[src/rtl/pattern_scheduler_pkg.sv]
// Shared types and constants for the pattern scheduler slice:
// pattern indices, the pattern index type, the scheduler state
// encoding and a helper that computes the wrapped next pattern.
package pattern_pkg;

    typedef logic [1:0] pattern_t;

    localparam pattern_t PATTERN_CHECKERBOARD = 2'd0;
    localparam pattern_t PATTERN_RADIENT      = 2'd1;

    typedef enum logic {
        SHOW  = 1'b0,
        BLANK = 1'b1
    } sched_state_t;

    // Next pattern index, wrapping from num-1 back to the first pattern
    function automatic pattern_t next_pattern(input pattern_t cur, input int unsigned num);
        if (cur == pattern_t'(num - 1))
            return PATTERN_CHECKERBOARD;
        else
            return cur + 2'd1;
    endfunction

endpackage

[src/rtl/pattern_scheduler_if.sv]
// Board-side control bundle of the pattern scheduler: frame pulse,
// raw button and mode switch in, pattern index and flags out.
// master = board/timing side, slave = the scheduler itself.
interface pattern_scheduler_if;
    import pattern_pkg::*;

    logic     next_frame;
    logic     btn_raw;
    logic     auto_mode;
    pattern_t pattern_select;
    logic     blank;
    logic     advanced;

    modport master (
        output next_frame, btn_raw, auto_mode,
        input  pattern_select, blank, advanced
    );

    modport slave (
        input  next_frame, btn_raw, auto_mode,
        output pattern_select, blank, advanced
    );

endinterface

[src/rtl/pattern_scheduler_button_debounce.sv]
// Push-button conditioning: 2-FF synchroniser, stable-count debouncer
// and a one-cycle pulse on each accepted 0->1 transition.
module button_debounce #(
    parameter int DEBOUNCE_CYCLES = 250000
) (
    input  logic clk,
    input  logic rst_n,
    input  logic btn_raw,
    output logic press
);

    localparam int CNT_W = $clog2(DEBOUNCE_CYCLES);

    logic             sync_1;
    logic             sync_2;
    logic             db_level;
    logic             db_level_q;
    logic [CNT_W-1:0] stable_cnt;

    // Bring the asynchronous button into the clock domain
    always_ff @(posedge clk or negedge rst_n) begin
        if (!rst_n) begin
            sync_1 <= 1'b0;
            sync_2 <= 1'b0;
        end else begin
            sync_1 <= btn_raw;
            sync_2 <= sync_1;
        end
    end

    // Accept a new level only after DEBOUNCE_CYCLES consecutive differing samples
    always_ff @(posedge clk or negedge rst_n) begin
        if (!rst_n) begin
            db_level   <= 1'b0;
            stable_cnt <= '0;
        end else if (sync_2 != db_level) begin
            if (stable_cnt == CNT_W'(DEBOUNCE_CYCLES - 1)) begin
                db_level   <= sync_2;
                stable_cnt <= '0;
            end else begin
                stable_cnt <= stable_cnt + 1'b1;
            end
        end else begin
            stable_cnt <= '0;
        end
    end

    // Delayed copy of the debounced level for rising-edge detection
    always_ff @(posedge clk or negedge rst_n) begin
        if (!rst_n)
            db_level_q <= 1'b0;
        else
            db_level_q <= db_level;
    end

    assign press = db_level & ~db_level_q;

endmodule

[src/rtl/pattern_scheduler.sv]
// Pattern scheduler: steps pattern_select on frame boundaries, either
// every FRAMES_PER_PATTERN frames (auto mode) or on a debounced button
// press. Optional post-change blanking is compiled in with the macro
// PATTERN_SCHED_BLANK_EN; without it blank is tied low and the block
// never leaves SHOW.
module pattern_scheduler
    import pattern_pkg::*;
#(
    parameter int NUM_PATTERNS       = 2,
    parameter int FRAMES_PER_PATTERN = 120,
    parameter int BLANK_FRAMES       = 2,
    parameter int DEBOUNCE_CYCLES    = 250000
) (
    input  logic                clk,
    input  logic                rst_n,
    pattern_scheduler_if.slave  ctrl
);

    localparam int FCNT_W = (FRAMES_PER_PATTERN > 1) ? $clog2(FRAMES_PER_PATTERN) : 1;

    logic              press;
    logic              auto_s1;
    logic              auto_s2;
    logic              auto_q;
    logic              auto_chg;
    logic              expire;
    logic              req;
    logic              req_n;
    logic [FCNT_W-1:0] fcnt;
    logic [FCNT_W-1:0] fcnt_n;
    pattern_t          sel;
    pattern_t          sel_n;
    logic              adv_r;
    logic              adv_n;
    sched_state_t      state;
    sched_state_t      state_n;

`ifdef PATTERN_SCHED_BLANK_EN
    localparam int BCNT_W = (BLANK_FRAMES > 1) ? $clog2(BLANK_FRAMES) : 1;

    logic [BCNT_W-1:0] bcnt;
    logic [BCNT_W-1:0] bcnt_n;
    logic              blank_r;
    logic              blank_n;
`endif

    button_debounce #(
        .DEBOUNCE_CYCLES (DEBOUNCE_CYCLES)
    ) u_button_debounce (
        .clk     (clk),
        .rst_n   (rst_n),
        .btn_raw (ctrl.btn_raw),
        .press   (press)
    );

    // Synchronise the mode switch and keep a delayed copy to spot changes
    always_ff @(posedge clk or negedge rst_n) begin
        if (!rst_n) begin
            auto_s1 <= 1'b0;
            auto_s2 <= 1'b0;
            auto_q  <= 1'b0;
        end else begin
            auto_s1 <= ctrl.auto_mode;
            auto_s2 <= auto_s1;
            auto_q  <= auto_s2;
        end
    end

    assign auto_chg = auto_s2 ^ auto_q;
    assign expire   = auto_s2 && (fcnt == FCNT_W'(FRAMES_PER_PATTERN - 1));

    // Scheduler state register
    always_ff @(posedge clk or negedge rst_n) begin
        if (!rst_n)
            state <= SHOW;
        else
            state <= state_n;
    end

    // Next state and next values of the pattern, counters, request and flags
    always_comb begin
        state_n = state;
        sel_n   = sel;
        adv_n   = 1'b0;
        fcnt_n  = fcnt;
        req_n   = req | press;
`ifdef PATTERN_SCHED_BLANK_EN
        bcnt_n  = bcnt;
        blank_n = blank_r;
`endif
        case (state)
            SHOW: begin
                if (ctrl.next_frame) begin
                    if (req || expire) begin
                        sel_n  = next_pattern(sel, NUM_PATTERNS);
                        fcnt_n = '0;
                        req_n  = press;
                        adv_n  = 1'b1;
`ifdef PATTERN_SCHED_BLANK_EN
                        blank_n = 1'b1;
                        bcnt_n  = '0;
                        state_n = BLANK;
`endif
                    end else begin
                        fcnt_n = fcnt + 1'b1;
                    end
                end
            end
`ifdef PATTERN_SCHED_BLANK_EN
            BLANK: begin
                fcnt_n = '0;
                if (ctrl.next_frame) begin
                    if (bcnt == BCNT_W'(BLANK_FRAMES - 1)) begin
                        bcnt_n  = '0;
                        blank_n = 1'b0;
                        state_n = SHOW;
                    end else begin
                        bcnt_n = bcnt + 1'b1;
                    end
                end
            end
`endif
            default: begin
                state_n = SHOW;
            end
        endcase
        if (!auto_s2 || auto_chg)
            fcnt_n = '0;
    end

    // Datapath registers: pattern, frame counter, pending request, advance pulse
    always_ff @(posedge clk or negedge rst_n) begin
        if (!rst_n) begin
            sel   <= PATTERN_CHECKERBOARD;
            fcnt  <= '0;
            req   <= 1'b0;
            adv_r <= 1'b0;
        end else begin
            sel   <= sel_n;
            fcnt  <= fcnt_n;
            req   <= req_n;
            adv_r <= adv_n;
        end
    end

`ifdef PATTERN_SCHED_BLANK_EN
    // Blanking counter and flag
    always_ff @(posedge clk or negedge rst_n) begin
        if (!rst_n) begin
            bcnt    <= '0;
            blank_r <= 1'b0;
        end else begin
            bcnt    <= bcnt_n;
            blank_r <= blank_n;
        end
    end

    assign ctrl.blank = blank_r;
`else
    assign ctrl.blank = 1'b0;
`endif

    assign ctrl.pattern_select = sel;
    assign ctrl.advanced       = adv_r;

endmodule

[src/flat_wrapper.sv]
// flat-port wrapper written by rule: the top's interface ports become plain ports
module pattern_scheduler_flat import pattern_pkg::*;
#(
    parameter int NUM_PATTERNS       = 2,
    parameter int FRAMES_PER_PATTERN = 120,
    parameter int BLANK_FRAMES       = 2,
    parameter int DEBOUNCE_CYCLES    = 250000
)
  (clk, rst_n, ctrl_next_frame, ctrl_btn_raw, ctrl_auto_mode, ctrl_pattern_select, ctrl_blank, ctrl_advanced);
  pattern_scheduler_if ctrl_i ();
  input  logic clk;
  input  logic rst_n;
  input wire logic [$bits(ctrl_i.next_frame)-1:0] ctrl_next_frame;
  input wire logic [$bits(ctrl_i.btn_raw)-1:0] ctrl_btn_raw;
  input wire logic [$bits(ctrl_i.auto_mode)-1:0] ctrl_auto_mode;
  output wire logic [$bits(ctrl_i.pattern_select)-1:0] ctrl_pattern_select;
  output wire logic [$bits(ctrl_i.blank)-1:0] ctrl_blank;
  output wire logic [$bits(ctrl_i.advanced)-1:0] ctrl_advanced;
  assign ctrl_i.next_frame = ctrl_next_frame;
  assign ctrl_i.btn_raw = ctrl_btn_raw;
  assign ctrl_i.auto_mode = ctrl_auto_mode;
  assign ctrl_pattern_select = ctrl_i.pattern_select;
  assign ctrl_blank = ctrl_i.blank;
  assign ctrl_advanced = ctrl_i.advanced;
  pattern_scheduler #(.NUM_PATTERNS(NUM_PATTERNS), .FRAMES_PER_PATTERN(FRAMES_PER_PATTERN), .BLANK_FRAMES(BLANK_FRAMES), .DEBOUNCE_CYCLES(DEBOUNCE_CYCLES)) u_core (.clk(clk), .rst_n(rst_n), .ctrl(ctrl_i));
endmodule
[config.mk]
export PLATFORM = sky130hd
export DESIGN_NAME = pattern_scheduler_flat
export DESIGN_NICKNAME = d
export VERILOG_FILES = /design/src/rtl/pattern_scheduler_pkg.sv /design/src/rtl/pattern_scheduler_if.sv /design/src/rtl/pattern_scheduler_button_debounce.sv /design/src/rtl/pattern_scheduler.sv /design/src/flat_wrapper.sv
export SDC_FILE = /design/constraint.sdc
export NUM_CORES = 1
export LEC_CHECK = 0
export BUFFER_PORTS_ARGS = -buffer_cell sky130_fd_sc_hd__buf_2
export CAP_MARGIN = 20
export CORE_ASPECT_RATIO = 0.5
export CORE_MARGIN = 2
export CORE_UTILIZATION = 59
export CTS_BUF_LIST = sky130_fd_sc_hd__clkbuf_16
export DETAILED_ROUTE_END_ITERATION = 12
export PLACE_DENSITY = 0.83
export SLEW_MARGIN = 25
export SYNTH_ARGS = -nofsm -noshare
export SYNTH_HDL_FRONTEND = slang
export SYNTH_SLANG_ARGS = --single-unit
[constraint.sdc]
create_clock -name clk -period 2.4 [get_ports clk]
set_input_delay 0.36 -clock clk [delete_from_list [all_inputs] [get_ports clk]]
set_output_delay 0.36 -clock clk [all_outputs]
set_load 0.02 [all_outputs]
======== Word level (Yosys, flattened, before mapping) ========
Index checks and enable logic that the tools add are counted.
operators by class
  add/subtract/negate cells ............... 3
  equal/unequal tests ..................... 4
  multiplexer cells ....................... 10
  bitwise logic cells ..................... 4
  reductions and logical operators ........ 7
operators by type and width
  kind                   number
  $mux 18                2
  $mux 7                 3
  $add 18x1->18 const B  1
  $eq 18x18->1 const B   1
  $add 7x1->7 const B    1
  $eq 7x7->1 const B     1
  $mux 1                 4
  $reduce_and 2->1       2
  $add 2x1->2 const B    1
  $eq 2x1->1 const B     1
  $logic_or 1x1->1       2
  $mux 2                 1
  $reduce_bool 2->1      1
  $and 1x1->1            1
  $logic_and 1x1->1      1
  $logic_not 1->1        1
  $ne 1x1->1             1
  $not 1->1              1
  $or 1x1->1             1
  $xor 1x1->1            1
word-level totals
  register bits ........................... 36
  input bits .............................. 5
  output and inout port bits .............. 4
  word-level logic and storage cells ...... 40

======== Logic depth before layout (Yosys ltp) ========
Gate-level depths: netlist (run 1).
  depth in word-level cells ............... 6
  gate-level depth with buffers ........... 6

======== Hierarchy ========
A second synthesis (run 1) with hierarchy kept.
unflattened totals
  cells, all modules ...................... 150
  area total of the unflattened synthesis .. 1664.1 µm²
by module, submodules not included
  module             times used  cells an instance  area each (µm²)  seq. area each (µm²)
  button_debounce    1           100                1061.0           550.5
  pattern_scheduler  1           50                 603.1            350.3

======== Least setup slack after synthesis (run 1) ========
No wires, ideal clock.
  path type ............................... register -> register
  start point ............................. register u_core.u_button_debounce.stable_cnt[10]
  end point ............................... register u_core.u_button_debounce.stable_cnt[14]
  library setup time ...................... 0.119 ns
  arrival ................................. 1.565 ns
  data required time ...................... 2.281 ns
  path slack .............................. 0.716 ns
  stages on the path, launching flop included .. 6
  cells stage by stage .................... dfrtp_1 nor4b_2 nand2_1 o41ai_4 buf_6 nor2_1
on the way
  cells in the longest elaborated chain, start to end .. 3
  elaborated cells on any way between the ends .. 4
  those cells by class .................... 1 x add/sub; 1 x eq/ne; 2 x mux
ends and longest elaborated chain
  what                                           RTL line                                                                          text
  start: declaration                             pattern_scheduler_button_debounce.sv:18                                           logic [CNT_W-1:0] stable_cnt;
  start signal: assignment                       pattern_scheduler_button_debounce.sv:41                                           stable_cnt <= stable_cnt + 1'b1;
  $add 18x1->18 or $eq 18x18->1 (tied branches)  pattern_scheduler_button_debounce.sv:41, pattern_scheduler_button_debounce.sv:37
  $mux 18 *                                      pattern_scheduler_button_debounce.sv:37                                           if (stable_cnt == CNT_W'(DEBOUNCE_CYCLES - 1)) begin
  $mux 18 *                                      pattern_scheduler_button_debounce.sv:36                                           end else if (sync_2 != db_level) begin
Every way passes the cells marked *; elsewhere a longest branch is shown, timed or not.
A chain may end at the register's enable or synchronous reset.

======== Worst setup path after layout (run 1) ========
  start point ............................. register u_core.u_button_debounce.stable_cnt[10]
  end point ............................... register u_core.u_button_debounce.stable_cnt[5]
on the way
  cells in the longest elaborated chain, start to end .. 3
ends and longest elaborated chain
  what          RTL line
  $eq 18x18->1  pattern_scheduler_button_debounce.sv:37
  $mux 18       pattern_scheduler_button_debounce.sv:37
  $mux 18       pattern_scheduler_button_debounce.sv:36
Every way passes these cells.

==> flow_summary_export.csv, run 1 <==
group,metric,value,unit
finish,multi_input_comb_area,702,um^2
placed_design,place_hpwl,2.14,mm
floorplanning,io_pins,9,
power_and_ir_drop,power.internal,1020,uW
sta,setup_viol,0,
power_and_ir_drop,p_per_area,701,nW/um^2
cts,clk_path_buf_depth,2,
worst_setup_path,end_kind,"flop",
placed_design,globalplace.congestion,0.784,
detailed_routing,drt_iter0_drc,126,
worst_setup_path,required,2.56,ns
detailed_routing,dr.pass1.iters,4,
floorplanning,die_w,79.0,um
sta,setup_ws,0.513,ns
cts,root_buffer,"clkbuf_16",
sta,slew_headroom,47.0,%
global_route,track_usage,21.2,%
worst_setup_path,critPathKind,"reg2reg",
finish,drive_gt1_share,13.3,%
placed_design,place_inst,194,
worst_setup_path,cp.arrival,2.05,ns
floorplanning,dieHeight,41.5,um
synthesis,async_flop_share,100,%
finish,nNetsFinal,171,
cts,ctsHoldBuffers,0,
floorplanning,core,2640,um^2
placed_design,place_ws,0.544,ns
global_route,grt_pass1_vias,1106,
global_route,antenna_found_initial,0,
finish,instances_no_fill,202,
floorplanning,fp-row-count,13,
sta,rsz0062_at_grt,"false",
worst_setup_path,crit_fanout,14,
synthesis,synth.top_cell.area_share,54.3,%
synthesis,netlist_area,1660,um^2
cts,insertion_delay,0.27,ns
global_route,gr-total-overflow,0,
synthesis,synth_nets,159,
synthesis,ys_seq_area_share,54.3,%
synthesis,avgSynthCellArea,10.9,um^2
global_route,grt_pass1_wl,5.10,mm
detailed_routing,vias,1158,
floorplanning,initial_utilization,62.9,%
min_path,hold_path.class,"in2async",
synthesis,synth_area_leaders,"dfrtp_1 (54%), xor2_1 (9.0%), nor2_1 (4.8%), nand4_1 (3.4%), nand2_1 (2.3%)",
sta,finalHoldViolCount,0,
sta,finalClockSkew,0.00213,ns
power_and_ir_drop,p_comb_share,3.9,%
sta,fmax,530,MHz
cts,clock_sinks,36,
power_and_ir_drop,power.leakage,0.000847,uW
finish,diodes,0,
worst_setup_path,path_cells,"nor4b_2, nand2_1, o41ai_4, buf_4, nor2_1",
sta,fin_setup_tns,0,ns
synthesis,synth-edff-count,0,
finish,nFillCells,179,
placed_design,io_buffers,7,
power_and_ir_drop,ir_worst_vdd,0.399,mV
synthesis,synth-main-ff-cell,"dfrtp_1",
detailed_routing,wl_per_cell,15.6,um
status,outcome,"complete, no violations",
detailed_routing,wl,3.16,mm
cts,htree_levels,2,
detailed_routing,via_per_inst,5.73,
cts,clkTransAtPathRegs,0.05,ns
finish,seq_area,901,um^2
sta,worst_pin_slew,0.795,ns
power_and_ir_drop,netSwitchingFraction,21.9,%
worst_setup_path,r2r_setup_slack,0.51,ns
power_and_ir_drop,power,1300,uW
cts,cts_tree,"yes",
cts,cts.repair.resized,0,
worst_setup_path,cp_slowest_cell,"o41ai_4",
worst_setup_path,cp-start-kind,"flop",
finish,area_growth,12.1,%
detailed_routing,drc,0,
synthesis,synth_cell_types,34,
cts,postCtsSetupRepairBufs,0,
global_route,grt_max_degree,37,
sta,report.final.slew_viol_count,0,
sta,timing.final.crit_share,78.6,%
synthesis,ys_warn_count,0,
detailed_routing,postRouteAntennaNets,0,
synthesis,synth_area_leader_cell,"dfrtp_1",
sta,period_minus_slack,1.89,ns
synthesis,syn_inst,152,
power_and_ir_drop,p_seq_share,48.5,%
power_and_ir_drop,power_frac_clock,47.6,%
job,max_cap_violations,0,
synthesis,ys_ff_latch,36,
cts,numCtsBuffers,5,
worst_setup_path,slowest_delay,0.50,ns
power_and_ir_drop,switchingPower,286,uW
floorplanning,dieArea,3280,um^2
==> worst max-delay path: cells and delay by family, from the launching register on <==
family                 cells  cell delay, ns
AO/OA/AOI/OAI              1            0.50
buffers and inverters      1            0.29
AND/OR/NAND/NOR            3            0.53
flip-flops                 1            0.45
==> power groups by stage <==
stage / Sequential, uW / Clock (uW) / Combinational (uW)
2_1_floorplan: 644 / 0 / 24.3
3_3_place_gp: 641 / 0 / 48.9
3_5_place_dp: 643 / 0 / 51.1
4_1_cts: 632 / 628 / 52.1
5_1_grt: 633 / 661 / 58.2
6_report: 632 / 620 / 51.1
==> layout by cell type (no fill, tap or decap), types with 3 or more instances in the layout <==
master,count
nand3b_1,3
nand3_1,7
nor4_1,4
o21ai_0,4
xnor2_1,3
nand4_1,9
xor2_1,17
a21oi_1,3
nor2_1,21
dfrtp_1,36
clkbuf_16,5
inv_1,6
buf_2,7
nand2_1,10
and4_1,3
==> Yosys cell counts (2+ instances only) <==
cell type  count
nand3_1        7
o21ai_0        4
a21oi_1        3
nand4_1        9
nor2_1        21
inv_1          6
nand2_1       10
o31ai_1        2
dfrtp_1       36
and3_1         2
or4_1          2
nor4_1         4
ha_1           2
xnor2_1        3
nand3b_1       3
and4_1         3
xor2_1        17
a21o_1         2
==> logic make-up after synthesis <==
family          Yosys count  share of synthesized area [%]
mux                       1                          0.679
fa+ha+maj                 2                           1.51
compound gates           16                           7.32
xor+xnor                 20                           10.6
simple gates             67                           22.0
buf+inv                   9                           3.32
other cells               1                          0.226
flops                    36                           54.3
==> final cells by class <==
cell class	instances	area share [%]
multi-input cells	107	37.8
well taps	37	2.49
flip-flops and latches	36	48.5
clock inverters	3	1.01
inverters	6	1.21
clock buffers	5	6.73
repair buffers	8	2.29
==> stage by stage <==
| stage | utilization [%] | cell area, um^2 | hold slack, ns |
|---|---|---|---|
| final | 70.5 | 1860 | 0.172 |
| after global routing | 70.5 | 1860 | 0.186 |
| after CTS | 70.5 | 1860 | 0.187 |
| after detailed placement | 65.1 | 1710 | 0.335 |
| after global placement | 65.1 | 1710 | 0.332 |
| after floorplan | - | 1660 | 0.0644 |
==> sequential cells by signal, summed over array words and instances (netlist names) <==
register                             flops
u_core.u_button_debounce.sync_1          1
u_core.u_button_debounce.db_level        1
u_core.u_button_debounce.sync_2          1
u_core.ctrl.pattern_select               2
u_core.req                               1
u_core.auto_q                            1
u_core.fcnt                              7
u_core.u_button_debounce.db_level_q      1
u_core.ctrl.advanced                     1
u_core.u_button_debounce.stable_cnt     18
u_core.auto_s1                           1
u_core.auto_s2                           1
==> layer usage <==
metal	share of wire [%]	track usage [%]	wire length (um)
met5	0	0	0
met1	44	25.3	1400
met2	50	35.3	1590
met3	3.5	7.17	112
met4	1.9	9.31	59
==> final timing paths <==
path	startpoint	end	depth (start not counted)
worst min register to register	u_core.auto_s1	u_core.auto_s2	0
worst max register to register	u_core.u_button_debounce.stable_cnt[10]	u_core.u_button_debounce.stable_cnt[5]	5
min in group clk	ctrl_auto_mode	u_core.auto_s1	1
max in group asynchronous	rst_n	u_core.fcnt[6]	1
worst max-delay path	u_core.u_button_debounce.stable_cnt[10]	u_core.u_button_debounce.stable_cnt[5]	5
worst min-delay path	rst_n	u_core.u_button_debounce.stable_cnt[9]	1
Power figures use the tool's default switching activity.
==> run 2, diff against run 1 <==
clock period = 1.8 ns   (was 2.4 ns; I/O delays follow)
==> flow_summary_export.csv, run 2 (same netlist as run 1, synthesis figures left out) <==
group,metric,value,unit
finish,largest_reg_flops,18,
sta,worst_pin_slew,0.781,ns
cts,insertion_delay,0.28,ns
sta,finalClockSkew,0.00343,ns
sta,period_minus_slack,1.72,ns
floorplanning,die_w,79.0,um
finish,nNetsFinal,177,
detailed_routing,wl,3.59,mm
worst_setup_path,critPathKind,"reg2reg",
cts,htree_levels,2,
sta,whs,0.0691,ns
placed_design,place_inst,200,
global_route,antenna_found_initial,0,
floorplanning,core,2640,um^2
sta,setup_viol,0,
cts,postCtsSetupRepairBufs,0,
finish,drive_gt1_share,17.5,%
detailed_routing,via_per_inst,6.08,
status,outcome,"complete, no violations",
power_and_ir_drop,netSwitchingFraction,20.0,%
finish,largest_register,"u_core.u_button_debounce.stable_cnt",
worst_setup_path,slowest_delay,0.46,ns
floorplanning,initial_utilization,62.9,%
finish,layout_common_cells,"dfrtp_1 (36), nor2_1 (21), xor2_1 (17)",
sta,finalHoldViolCount,0,
placed_design,place_hpwl,2.21,mm
finish,stdcell_area,1950,um^2
worst_setup_path,crit_fanout,5,
finish,nFillCells,155,
sta,fin_setup_tns,0,ns
placed_design,io_buffers,7,
worst_setup_path,end_kind,"flop",
power_and_ir_drop,ir_worst_vdd,0.612,mV
floorplanning,fp-row-count,13,
detailed_routing,wl_per_cell,17.2,um
detailed_routing,vias,1265,
sta,fmax,580,MHz
sta,timing.final.crit_share,95.7,%
power_and_ir_drop,p_per_area,958,nW/um^2
power_and_ir_drop,p_seq_share,45.0,%
worst_setup_path,cp.arrival,1.88,ns
global_route,grt_pass1_wl,5.76,mm
detailed_routing,drc,0,
global_route,grt_max_degree,37,
sta,rsz0062_at_grt,"false",
detailed_routing,dr.pass1.iters,5,
worst_setup_path,cp-start-kind,"flop",
placed_design,globalplace.congestion,0.788,
finish,utilization,74.0,%
floorplanning,io_pins,9,
placed_design,placedInstanceArea,1760,um^2
power_and_ir_drop,p_comb_share,3.8,%
finish,diodes,0,
cts,cts_tree,"yes",
sta,slew_headroom,48.0,%
finish,area_growth,17.7,%
finish,instances_no_fill,208,
cts,root_buffer,"clkbuf_16",
global_route,track_usage,23.6,%
power_and_ir_drop,power.leakage,0.000899,uW
power_and_ir_drop,power.internal,1490,uW
cts,clkTransAtPathRegs,0.05,ns
cts,numCtsBuffers,5,
sta,report.final.slew_viol_count,0,
cts,clk_path_buf_depth,2,
global_route,grt_pass1_vias,1260,
worst_setup_path,path_cells,"nor4b_2, nand2_2, nor4_2, mux2_2",
floorplanning,dieArea,3280,um^2
cts,clock_sinks,36,
global_route,gr-total-overflow,0,
cts,ctsHoldBuffers,0,
min_path,hold_path.class,"in2async",
power_and_ir_drop,power_frac_clock,51.2,%
power_and_ir_drop,switchingPower,374,uW
floorplanning,dieHeight,41.5,um
worst_setup_path,required,1.96,ns
detailed_routing,postRouteAntennaNets,0,
detailed_routing,drt_iter0_drc,96,
finish,final_common_cell,"dfrtp_1",
worst_setup_path,cp_slowest_cell,"dfrtp_1",
job,max_cap_violations,0,
## run 2: changes by cell type in the layout (fill, tap and decap cells not counted), sizes merged
| cell | previous run | this run |
|---|---|---|
| bufinv | 0 | 1 |
| inv | 6 | 7 |
| clkinv | 3 | 1 |
| buf | 8 | 14 |
## run 2: stage by stage
stage                     total power, uW  worst slack, ns
after CTS                            1880          0.00834
after floorplan                       891            0.116
after global placement                921            0.177
after detailed placement              926           0.0330
final                                1870           0.0770
after global routing                 1940           0.0122
## run 2: final timing paths
check / start / end / slack [ns] / cells past startpoint
worst max-delay path: u_core.u_button_debounce.stable_cnt[11] / u_core.u_button_debounce.db_level / 0.08 / 4
worst min-delay path: rst_n / u_core.u_button_debounce.stable_cnt[16] / 0.07 / 1
worst max register to register: u_core.u_button_debounce.stable_cnt[11] / u_core.u_button_debounce.db_level / 0.08 / 4
worst min register to register: u_core.u_button_debounce.sync_1 / u_core.u_button_debounce.sync_2 / 0.35 / 0
max in group asynchronous: rst_n / u_core.ctrl.pattern_select[0] / 1.23 / 1
min in group clk: ctrl_auto_mode / u_core.auto_s1 / 0.10 / 1
## run 2: layout make-up
type | count | area (um^2) | share of cell area, %
Timing Repair Buffer | 14 | 91.3 | 4.68
Inverter | 6 | 22.5 | 1.15
Multi-Input combinational cell | 107 | 726 | 37.2
Clock buffer | 5 | 125 | 6.41
Clock inverter | 3 | 38.8 | 1.99
Tap cell | 37 | 46.3 | 2.37
Sequential cell | 36 | 901 | 46.2
## run 2: layer usage
layer / global-route usage, % / up-vias / routed length [um]
li1: - / 569 / -
met1: 26.8 / 632 / 1420
met2: 41.5 / 50 / 1820
met3: 6.09 / 14 / 234
met4: 12.4 / 0 / 105
met5: 0 / - / 0
## run 2: what timing repair did
| action | CTS | global route |
|---|---|---|
| pin swaps | 0 | 2 |
| resized for setup | 3 | 2 |
| setup endpoints to repair | 14 | 13 |
## run 2: worst max-delay path, delay by kind of cell, from the launching register on
kind          cells  cell delay (ns)
mux               1             0.38
simple gates      3             0.77
flops             1             0.46
## run 2: power by group through the flow
stage               Clock (uW)  Combinational [uW]  Sequential [uW]
floorplan                    0                32.4              858
global placement             0                67.0              854
detailed placement           0                70.4              856
CTS                        970                72.2              841
global route              1010                80.9              843
finish                     956                71.3              841
==> run 3, diff against run 2 <==
CORE_UTILIZATION = 49   (was 59)
PLACE_DENSITY = 0.72   (was 0.83)
==> flow_summary_export.csv, run 3 (same netlist as run 1, synthesis figures left out) <==
group,metric,value,unit
power_and_ir_drop,power.leakage,0.000895,uW
cts,ctsHoldBuffers,0,
global_route,antenna_found_initial,0,
finish,largest_reg_flops,18,
detailed_routing,vias,1188,
cts,clock_sinks,36,
placed_design,placedInstanceArea,1770,um^2
floorplanning,core,3120,um^2
cts,postCtsSetupRepairBufs,0,
floorplanning,fp-row-count,14,
finish,final_common_cell,"dfrtp_1",
detailed_routing,wl,3.04,mm
finish,nFillCells,243,
global_route,grt_max_degree,37,
floorplanning,die_w,86.3,um
floorplanning,dieArea,3890,um^2
finish,diodes,0,
detailed_routing,drc,0,
worst_setup_path,cp-start-kind,"flop",
worst_setup_path,crit_fanout,5,
finish,layout_common_cells,"dfrtp_1 (36), nor2_1 (21), xor2_1 (17)",
placed_design,globalplace.congestion,0.867,
finish,multi_input_comb_area,702,um^2
worst_setup_path,cp.arrival,1.82,ns
finish,nNetsFinal,178,
cts,clk_path_buf_depth,2,
sta,timing.final.crit_share,92.0,%
finish,stdcell_area,1930,um^2
sta,fin_setup_tns,0,ns
finish,area_growth,16.7,%
sta,rsz0062_at_grt,"false",
placed_design,io_buffers,7,
placed_design,place_hpwl,2.03,mm
power_and_ir_drop,ir_worst_vdd,0.454,mV
detailed_routing,via_per_inst,5.60,
worst_setup_path,required,1.96,ns
floorplanning,io_pins,9,
sta,setup_viol,0,
global_route,grt_pass1_wl,5.44,mm
global_route,gr-total-overflow,0,
power_and_ir_drop,p_per_area,961,nW/um^2
sta,report.final.slew_viol_count,0,
cts,cts.repair.resized,0,
cts,root_buffer,"clkbuf_16",
sta,finalHoldViolCount,0,
detailed_routing,drt_iter0_drc,54,
detailed_routing,dr.pass1.iters,4,
cts,cts_tree,"yes",
sta,period_minus_slack,1.66,ns
cts,numCtsBuffers,5,
global_route,track_usage,18.7,%
finish,utilization,62.0,%
floorplanning,initial_utilization,53.2,%
detailed_routing,wl_per_cell,14.3,um
finish,drive_gt1_share,16.3,%
worst_setup_path,end_kind,"flop",
finish,largest_register,"u_core.u_button_debounce.stable_cnt",
finish,seq_area,901,um^2
cts,htree_levels,2,
placed_design,place_ws,0.145,ns
sta,finalClockSkew,0.00704,ns
sta,fmax,604,MHz
detailed_routing,postRouteAntennaNets,0,
job,max_cap_violations,0,
worst_setup_path,critPathKind,"reg2reg",
global_route,grt_pass1_vias,1198,
cts,insertion_delay,0.28,ns
cts,clkTransAtPathRegs,0.06,ns
sta,setup_ws,0.145,ns
min_path,hold_path.class,"in2async",
floorplanning,dieHeight,45.1,um
status,outcome,"complete, no violations",
[run 3: changes by cell type in the layout (fill, tap and decap cells not counted), sizes merged]
cell / previous run / this run
buf: 14 / 15
[run 3: area by class of cell]
cell class,count,area share (%)
Timing Repair Buffer,15,4.92
Multi-Input combinational cell,107,36.3
Clock inverter,3,2.01
Sequential cell,36,46.6
Clock buffer,5,6.47
Inverter,6,1.16
Tap cell,40,2.59
[run 3: final timing paths]
kind / cells past startpoint / slack [ns] / end / from
min in group clk: 1 / 0.10 / u_core.auto_s1 / ctrl_auto_mode
worst max-delay path: 4 / 0.14 / u_core.u_button_debounce.db_level / u_core.u_button_debounce.stable_cnt[11]
worst min-delay path: 2 / 0.02 / u_core.u_button_debounce.stable_cnt[2] / rst_n
worst min register to register: 0 / 0.34 / u_core.u_button_debounce.sync_2 / u_core.u_button_debounce.sync_1
max in group asynchronous: 2 / 1.46 / u_core.u_button_debounce.stable_cnt[3] / rst_n
worst max register to register: 4 / 0.14 / u_core.u_button_debounce.db_level / u_core.u_button_debounce.stable_cnt[11]
[run 3: through the flow]
stage               cells  hold WS, ns  power (uW)
floorplan             152      -0.0256         891
global placement      204        0.328         923
detailed placement    204        0.332         926
CTS                   212       0.0375        1880
global route          212       0.0641        1940
finish                212       0.0222        1860
[run 3: worst max-delay path: stages (launching register included)]
cell     delay, ns
dfrtp_1       0.44
nor4b_2       0.26
nand2_1       0.14
nor4_1        0.33
mux2_2        0.37
[run 3: routing by layer]
| metal | wire [um] | vias up | part of all wire [%] | GRT usage (%) |
|---|---|---|---|---|
| met4 | 8 | 0 | 0.26 | 7.50 |
| met1 | 1420 | 600 | 47 | 23.4 |
| met3 | 121 | 2 | 4.0 | 5.30 |
| met2 | 1490 | 14 | 49 | 31.6 |
| li1 | - | 572 | - | - |
| met5 | 0 | - | 0 | 0 |
[run 3: power breakdown]
group          leakage (uW)  internal, uW  total (uW)  switching, uW
clock             0.0000850           644         949            304
sequential         0.000486           827         842           14.2
combinational      0.000324          23.3        69.1           45.8
total              0.000895          1500        1860            364
